$ cat src/rtl/mac_operand_seq.sv
//-----------------------------------------------------------------------------
// mac_operand_seq
//
// Operand-side sequencer for one MAC accumulator. It accepts a dot-product
// job of `len` operand pairs, clears the MAC, streams the pairs into it with
// mac_en, waits for the final accumulation to appear on mac_cout, and returns
// the captured sum over a valid/ready result port.
//
// Ports:
//   clk, rst            clock, synchronous active-high reset
//   start, len          job request and pair count (sampled in IDLE only)
//   abort               drop the current job (ignored in IDLE)
//   busy                high whenever a job is in progress
//   op_valid/op_ready   operand pair handshake, op_a/op_b the pair
//   mac_clr, mac_en     MAC clear / accumulate strobes
//   mac_a, mac_b        registered operands presented with mac_en
//   mac_cout            MAC accumulator value
//   res_valid/res_ready result handshake
//   res_data, res_count captured sum and the job's pair count
//
// Every output is a flop; the next value of each output strobe is decoded
// from the next state so the strobes line up with the state they describe.
//-----------------------------------------------------------------------------
`timescale 1ns/1ps

module mac_operand_seq #(
    parameter int DATA_WIDTH = 8,
    parameter int LEN_WIDTH  = 4
) (
    input  logic                      clk,
    input  logic                      rst,
    input  logic                      start,
    input  logic [LEN_WIDTH-1:0]      len,
    input  logic                      abort,
    output logic                      busy,
    input  logic                      op_valid,
    output logic                      op_ready,
    input  logic [DATA_WIDTH-1:0]     op_a,
    input  logic [DATA_WIDTH-1:0]     op_b,
    output logic                      mac_clr,
    output logic                      mac_en,
    output logic [DATA_WIDTH-1:0]     mac_a,
    output logic [DATA_WIDTH-1:0]     mac_b,
    input  logic [3*DATA_WIDTH-1:0]   mac_cout,
    output logic                      res_valid,
    input  logic                      res_ready,
    output logic [3*DATA_WIDTH-1:0]   res_data,
    output logic [LEN_WIDTH-1:0]      res_count
);

    typedef enum logic [2:0] {
        S_IDLE = 3'd0,
        S_CLR  = 3'd1,
        S_FEED = 3'd2,
        S_WAIT = 3'd3,
        S_DONE = 3'd4
    } state_t;

    state_t                    state_q, state_d;
    logic [LEN_WIDTH-1:0]      rem_q, rem_d;
    logic [LEN_WIDTH-1:0]      job_len_q, job_len_d;
    logic                      wait_cnt_q, wait_cnt_d;

    logic                      busy_q, busy_d;
    logic                      op_ready_q, op_ready_d;
    logic                      mac_clr_q, mac_clr_d;
    logic                      mac_en_q, mac_en_d;
    logic [DATA_WIDTH-1:0]     mac_a_q, mac_a_d;
    logic [DATA_WIDTH-1:0]     mac_b_q, mac_b_d;
    logic                      res_valid_q, res_valid_d;
    logic [3*DATA_WIDTH-1:0]   res_data_q, res_data_d;
    logic [LEN_WIDTH-1:0]      res_count_q, res_count_d;

    always_comb begin
        state_d     = state_q;
        rem_d       = rem_q;
        job_len_d   = job_len_q;
        wait_cnt_d  = wait_cnt_q;
        mac_en_d    = 1'b0;
        mac_a_d     = mac_a_q;
        mac_b_d     = mac_b_q;
        res_data_d  = res_data_q;
        res_count_d = res_count_q;

        if (abort && (state_q != S_IDLE)) begin
            // Dropping the job also drops any unaccepted result.
            state_d    = S_IDLE;
            rem_d      = '0;
            wait_cnt_d = 1'b0;
        end else begin
            case (state_q)
                S_IDLE: begin
                    if (start) begin
                        rem_d     = len;
                        job_len_d = len;
                        state_d   = S_CLR;
                    end
                end
                S_CLR: begin
                    wait_cnt_d = 1'b0;
                    state_d    = (rem_q != '0) ? S_FEED : S_WAIT;
                end
                S_FEED: begin
                    if (op_valid && op_ready_q) begin
                        mac_en_d = 1'b1;
                        mac_a_d  = op_a;
                        mac_b_d  = op_b;
                        rem_d    = rem_q - 1'b1;
                        if (rem_q == LEN_WIDTH'(1)) begin
                            wait_cnt_d = 1'b0;
                            state_d    = S_WAIT;
                        end
                    end
                end
                S_WAIT: begin
                    // First WAIT cycle carries mac_en for the last pair; the
                    // MAC output is final only in the second one.
                    if (wait_cnt_q) begin
                        res_data_d  = mac_cout;
                        res_count_d = job_len_q;
                        state_d     = S_DONE;
                    end else begin
                        wait_cnt_d = 1'b1;
                    end
                end
                S_DONE: begin
                    if (res_valid_q && res_ready) begin
                        state_d = S_IDLE;
                    end
                end
                default: state_d = S_IDLE;
            endcase
        end

        busy_d      = (state_d != S_IDLE);
        op_ready_d  = (state_d == S_FEED);
        mac_clr_d   = (state_d == S_CLR);
        res_valid_d = (state_d == S_DONE);
    end

    always_ff @(posedge clk) begin
        if (rst) begin
            state_q     <= S_IDLE;
            rem_q       <= '0;
            job_len_q   <= '0;
            wait_cnt_q  <= 1'b0;
            busy_q      <= 1'b0;
            op_ready_q  <= 1'b0;
            mac_clr_q   <= 1'b0;
            mac_en_q    <= 1'b0;
            mac_a_q     <= '0;
            mac_b_q     <= '0;
            res_valid_q <= 1'b0;
            res_data_q  <= '0;
            res_count_q <= '0;
        end else begin
            state_q     <= state_d;
            rem_q       <= rem_d;
            job_len_q   <= job_len_d;
            wait_cnt_q  <= wait_cnt_d;
            busy_q      <= busy_d;
            op_ready_q  <= op_ready_d;
            mac_clr_q   <= mac_clr_d;
            mac_en_q    <= mac_en_d;
            mac_a_q     <= mac_a_d;
            mac_b_q     <= mac_b_d;
            res_valid_q <= res_valid_d;
            res_data_q  <= res_data_d;
            res_count_q <= res_count_d;
        end
    end

    assign busy      = busy_q;
    assign op_ready  = op_ready_q;
    assign mac_clr   = mac_clr_q;
    assign mac_en    = mac_en_q;
    assign mac_a     = mac_a_q;
    assign mac_b     = mac_b_q;
    assign res_valid = res_valid_q;
    assign res_data  = res_data_q;
    assign res_count = res_count_q;

endmodule

$ cat config.mk
export PLATFORM = sky130hd
export DESIGN_NAME = mac_operand_seq
export DESIGN_NICKNAME = d
export VERILOG_FILES = /design/src/rtl/mac_operand_seq.sv
export SDC_FILE = /design/constraint.sdc
export NUM_CORES = 1
export LEC_CHECK = 0
export ABC_AREA = 1
export BUFFER_PORTS_ARGS = -buffer_cell sky130_fd_sc_hd__buf_4
export CAP_MARGIN = 20
export CORE_MARGIN = 2
export CORE_UTILIZATION = 48
export CTS_CLUSTER_SIZE = 10
export DETAILED_ROUTE_END_ITERATION = 8
export PLACE_DENSITY = 0.89
export SLEW_MARGIN = 10
export SYNTH_ARGS = -nofsm -noshare
export SYNTH_HDL_FRONTEND = slang
export SYNTH_SLANG_ARGS = --single-unit
$ cat constraint.sdc
create_clock -name clk -period 1.58 [get_ports clk]
set_input_delay 0.474 -clock clk [delete_from_list [all_inputs] [get_ports clk]]
set_output_delay 0.474 -clock clk [all_outputs]
set_load 0.05 [all_outputs]
==> metrics.log <==
INFO  metric cellPowerDensity = around 1000 nW/um^2
INFO  metric initial_utilization = 50.2%
INFO  metric timing.critical_path.cells = nor2_2 -> nand2_2 -> nand2_4 -> nand3_4 -> buf_4 -> o21ai_0 -> nor2_1
INFO  metric gp_routability_congestion = a little under 0.8
INFO  metric worstSetupStartpointType = register
INFO  metric path_buf_inv = 1
INFO  metric holdBufCountCts = 0
INFO  metric timing.critical_path.max_delay_family = simple AND/OR/NAND/NOR gates
INFO  metric synth-warning-count = 0
INFO  metric syn-cell-area = about 2600 sq um
INFO  metric min_period_over_period = approximately nine tenths
INFO  metric average_via_count_per_standard_cell = 4.99
INFO  metric final_common_cell = buf_4
INFO  metric timing_worst_setup_path_type = reg -> reg
INFO  metric cts_buffers = 9
INFO  metric cts-root-to-sink-buffers = 2
INFO  metric clk_latency_worst_skew_pair = around 330 ps
INFO  metric timing.hold.worst.start = rst
INFO  metric max_transition_viols_final = 0
INFO  metric die-width = about 78 um
INFO  metric timing.reg2reg.setup_slack = between 100 and 150 ps
INFO  metric fp.coreArea = a little over 5000 sq um
INFO  metric post-cts-setup-buffer-count = 0
INFO  metric fp-row-count = 26
INFO  metric dp_hpwl = 4690 um
INFO  metric run_status = finished, final reports clean
INFO  metric r2r_end = mac_b[1]
INFO  metric most-common-layout-cells = buf_4, dfxtp_1, nand2_1
INFO  metric max_cap_viols = 0
INFO  metric drc = 0
INFO  metric totalWireLength = approximately 6500 um
INFO  metric route.vias.total = 2443
INFO  metric io-pin-count = 99
INFO  metric synth.net_count = 369
INFO  metric cts_root_buf = clkbuf_8
INFO  metric portBuffers = between 90 and 100
INFO  metric antenna_cells_inserted = 0
INFO  metric die_height = ~78 um
INFO  metric worst-endpoint-required = 1810 ps
INFO  metric global_route.overflow_total = 0
INFO  metric drt_first_iter_violations = roughly 110
INFO  metric syn_inst = 316
INFO  metric cts_tree = built
INFO  metric irDropWorstVdd = 0.539 mV
INFO  metric critical-path-max-stage-delay = about 370 ps
INFO  metric ys_seq_elements = 61
INFO  metric min_path_type = in -> reg
INFO  metric min_to = state_q[2]
INFO  metric number_of_gates_given_a_new_drive_strength_after_cts = 0
INFO  metric clock-skew-final = around 5.3 ps
INFO  metric nNetsFinal = 468
INFO  metric max_slew.worst_pin.slew = 416 ps
INFO  metric holdPathStages = 2
INFO  metric setup_violations = 0
INFO  metric worst_slew_margin_rel = slightly above 70%
INFO  metric detailedRoute.firstPassIterationCount = 4
INFO  metric power_leakage = 0.00152 uW
INFO  metric antenna_found_initial = 0
INFO  metric number_of_clock_sinks = 61
INFO  metric first_pass_grt_wire_length = about 11000 um
INFO  metric drt.antenna.violating_nets = 0
INFO  metric clkTransAtPathRegs = about 70 ps
INFO  metric post_synthesis_area_per_instance = slightly above 8 sq um
INFO  metric synth-seq-area-share = between 40 and 50%
INFO  metric post-route-min-period = 1450 ps
INFO  metric design.die.area = 6010 sq um
INFO  metric groute.usage.overall = between 20 and 25%
INFO  metric fin_tns_setup = 0 ps
INFO  metric dpl_cell_area = between 3000 and 4000 sq um
INFO  metric grt_setup_unrepaired = false
INFO  metric number_of_global_route_vias_before_repair = around 2400
INFO  metric area.growth.synth_to_final = 37.1%
INFO  metric cp_capture_type = register
INFO  metric slowest_stage = dfxtp_1
INFO  metric worst_r2r_startpoint = state_q[1]
INFO  metric maximum_clock_frequency = 688 MHz
INFO  metric grt_start_max_net_pins = 30
INFO  metric critPathMaxFanout = 12
INFO  metric htreeDepth = 3
INFO  metric timing_hold_violations_final = 0
INFO  metric routed_wire_length_per_instance = 13.3 um
INFO  metric crit_arrival = between 1500 and 2000 ps
INFO  metric netlist-cell-type-count = 24
INFO  metric share_of_post_route_cells_with_drive_strength_above_1 = 41.7%
INFO  metric r2r.worst_path.cells = 7
INFO  metric finish.instance_area = 3560 sq um
## routing by layer
metal | wire length [um] | track usage, % | vias to the layer above
li1 | - | - | 1220
met1 | 2610 | 25.0 | 1124
met2 | 3280 | 37.9 | 84
met3 | 408 | 6.74 | 15
met4 | 241 | 13.0 | 0
met5 | 0 | 0 | -
## how the worst max path moves through the flow
| stage | slack, ps | cells after the start | to | startpoint |
|---|---|---|---|---|
| 2_1_floorplan | 180 | 6 | mac_a[0] | op_ready |
| 3_3_place_gp | 130 | 6 | res_data[13] | state_q[1] |
| 3_5_place_dp | 80 | 7 | res_data[13] | state_q[0] |
| 4_1_cts | 60 | 7 | res_data[7] | state_q[0] |
| 5_1_grt | 5 | 7 | mac_b[1] | state_q[1] |
| 6_report | 130 | 7 | mac_b[1] | state_q[1] |
## power by group
| part | internal [uW] | switching (uW) | total, uW |
|---|---|---|---|
| Combinational | 256 | 445 | 701 |
| Clock | 555 | 599 | 1150 |
| Sequential | 1610 | 57.1 | 1670 |
## layout make-up
type / count / area [sq um]
Timing Repair Buffer: 105 / 801
Inverter: 21 / 81.3
Multi-Input combinational cell: 217 / 1200
Tap cell: 70 / 87.6
Clock buffer: 9 / 124
Clock inverter: 7 / 42.5
Fill cell: 416 / 1610
Sequential cell: 61 / 1220
## registers in the layout, indices dropped and copies added (netlist names), 3 cells and up
| name | flops |
|---|---|
| rem_q | 4 |
| mac_b | 8 |
| res_data | 24 |
| job_len_q | 4 |
| state_q | 3 |
| mac_a | 8 |
| res_count | 4 |
## synthesized netlist by cell type, drive strengths merged
cell    instances  area, sq um
nand4           1         6.26
a21oi          36          255
buf            12         91.3
xor2            1         8.76
nand2          62          250
nand3          38          295
inv            19         71.3
clkinv          2         10.0
nor2           51          204
clkbuf          5         18.8
dfxtp          61         1220
o21ai          25          125
ha              3         37.5
## through the flow
stage | util (%) | worst slack, ps | cells | total power, uW | hold WS [ps]
4_1_cts | 68.4 | 60.5 | 490 | 3530 | 341
6_report | 68.8 | 126 | 490 | 3530 | 352
5_1_grt | 68.8 | 4.89 | 490 | 3700 | 347
3_5_place_dp | 65.2 | 80.7 | 474 | 2380 | 439
3_3_place_gp | 65.2 | 132 | 474 | 2360 | 441
2_1_floorplan | - | 182 | 316 | 2140 | 424
## kinds of logic after synthesis
logic type               share of synthesized area [%]
AND/OR/NAND/NOR                                   29.1
XOR/XNOR                                         0.338
AO/OA/AOI/OAI                                     14.7
adder cells (fa/ha/maj)                           1.45
flip-flops                                        47.1
buffers and inverters                             7.38
Note: power is estimated with default switching activity, not from simulation.
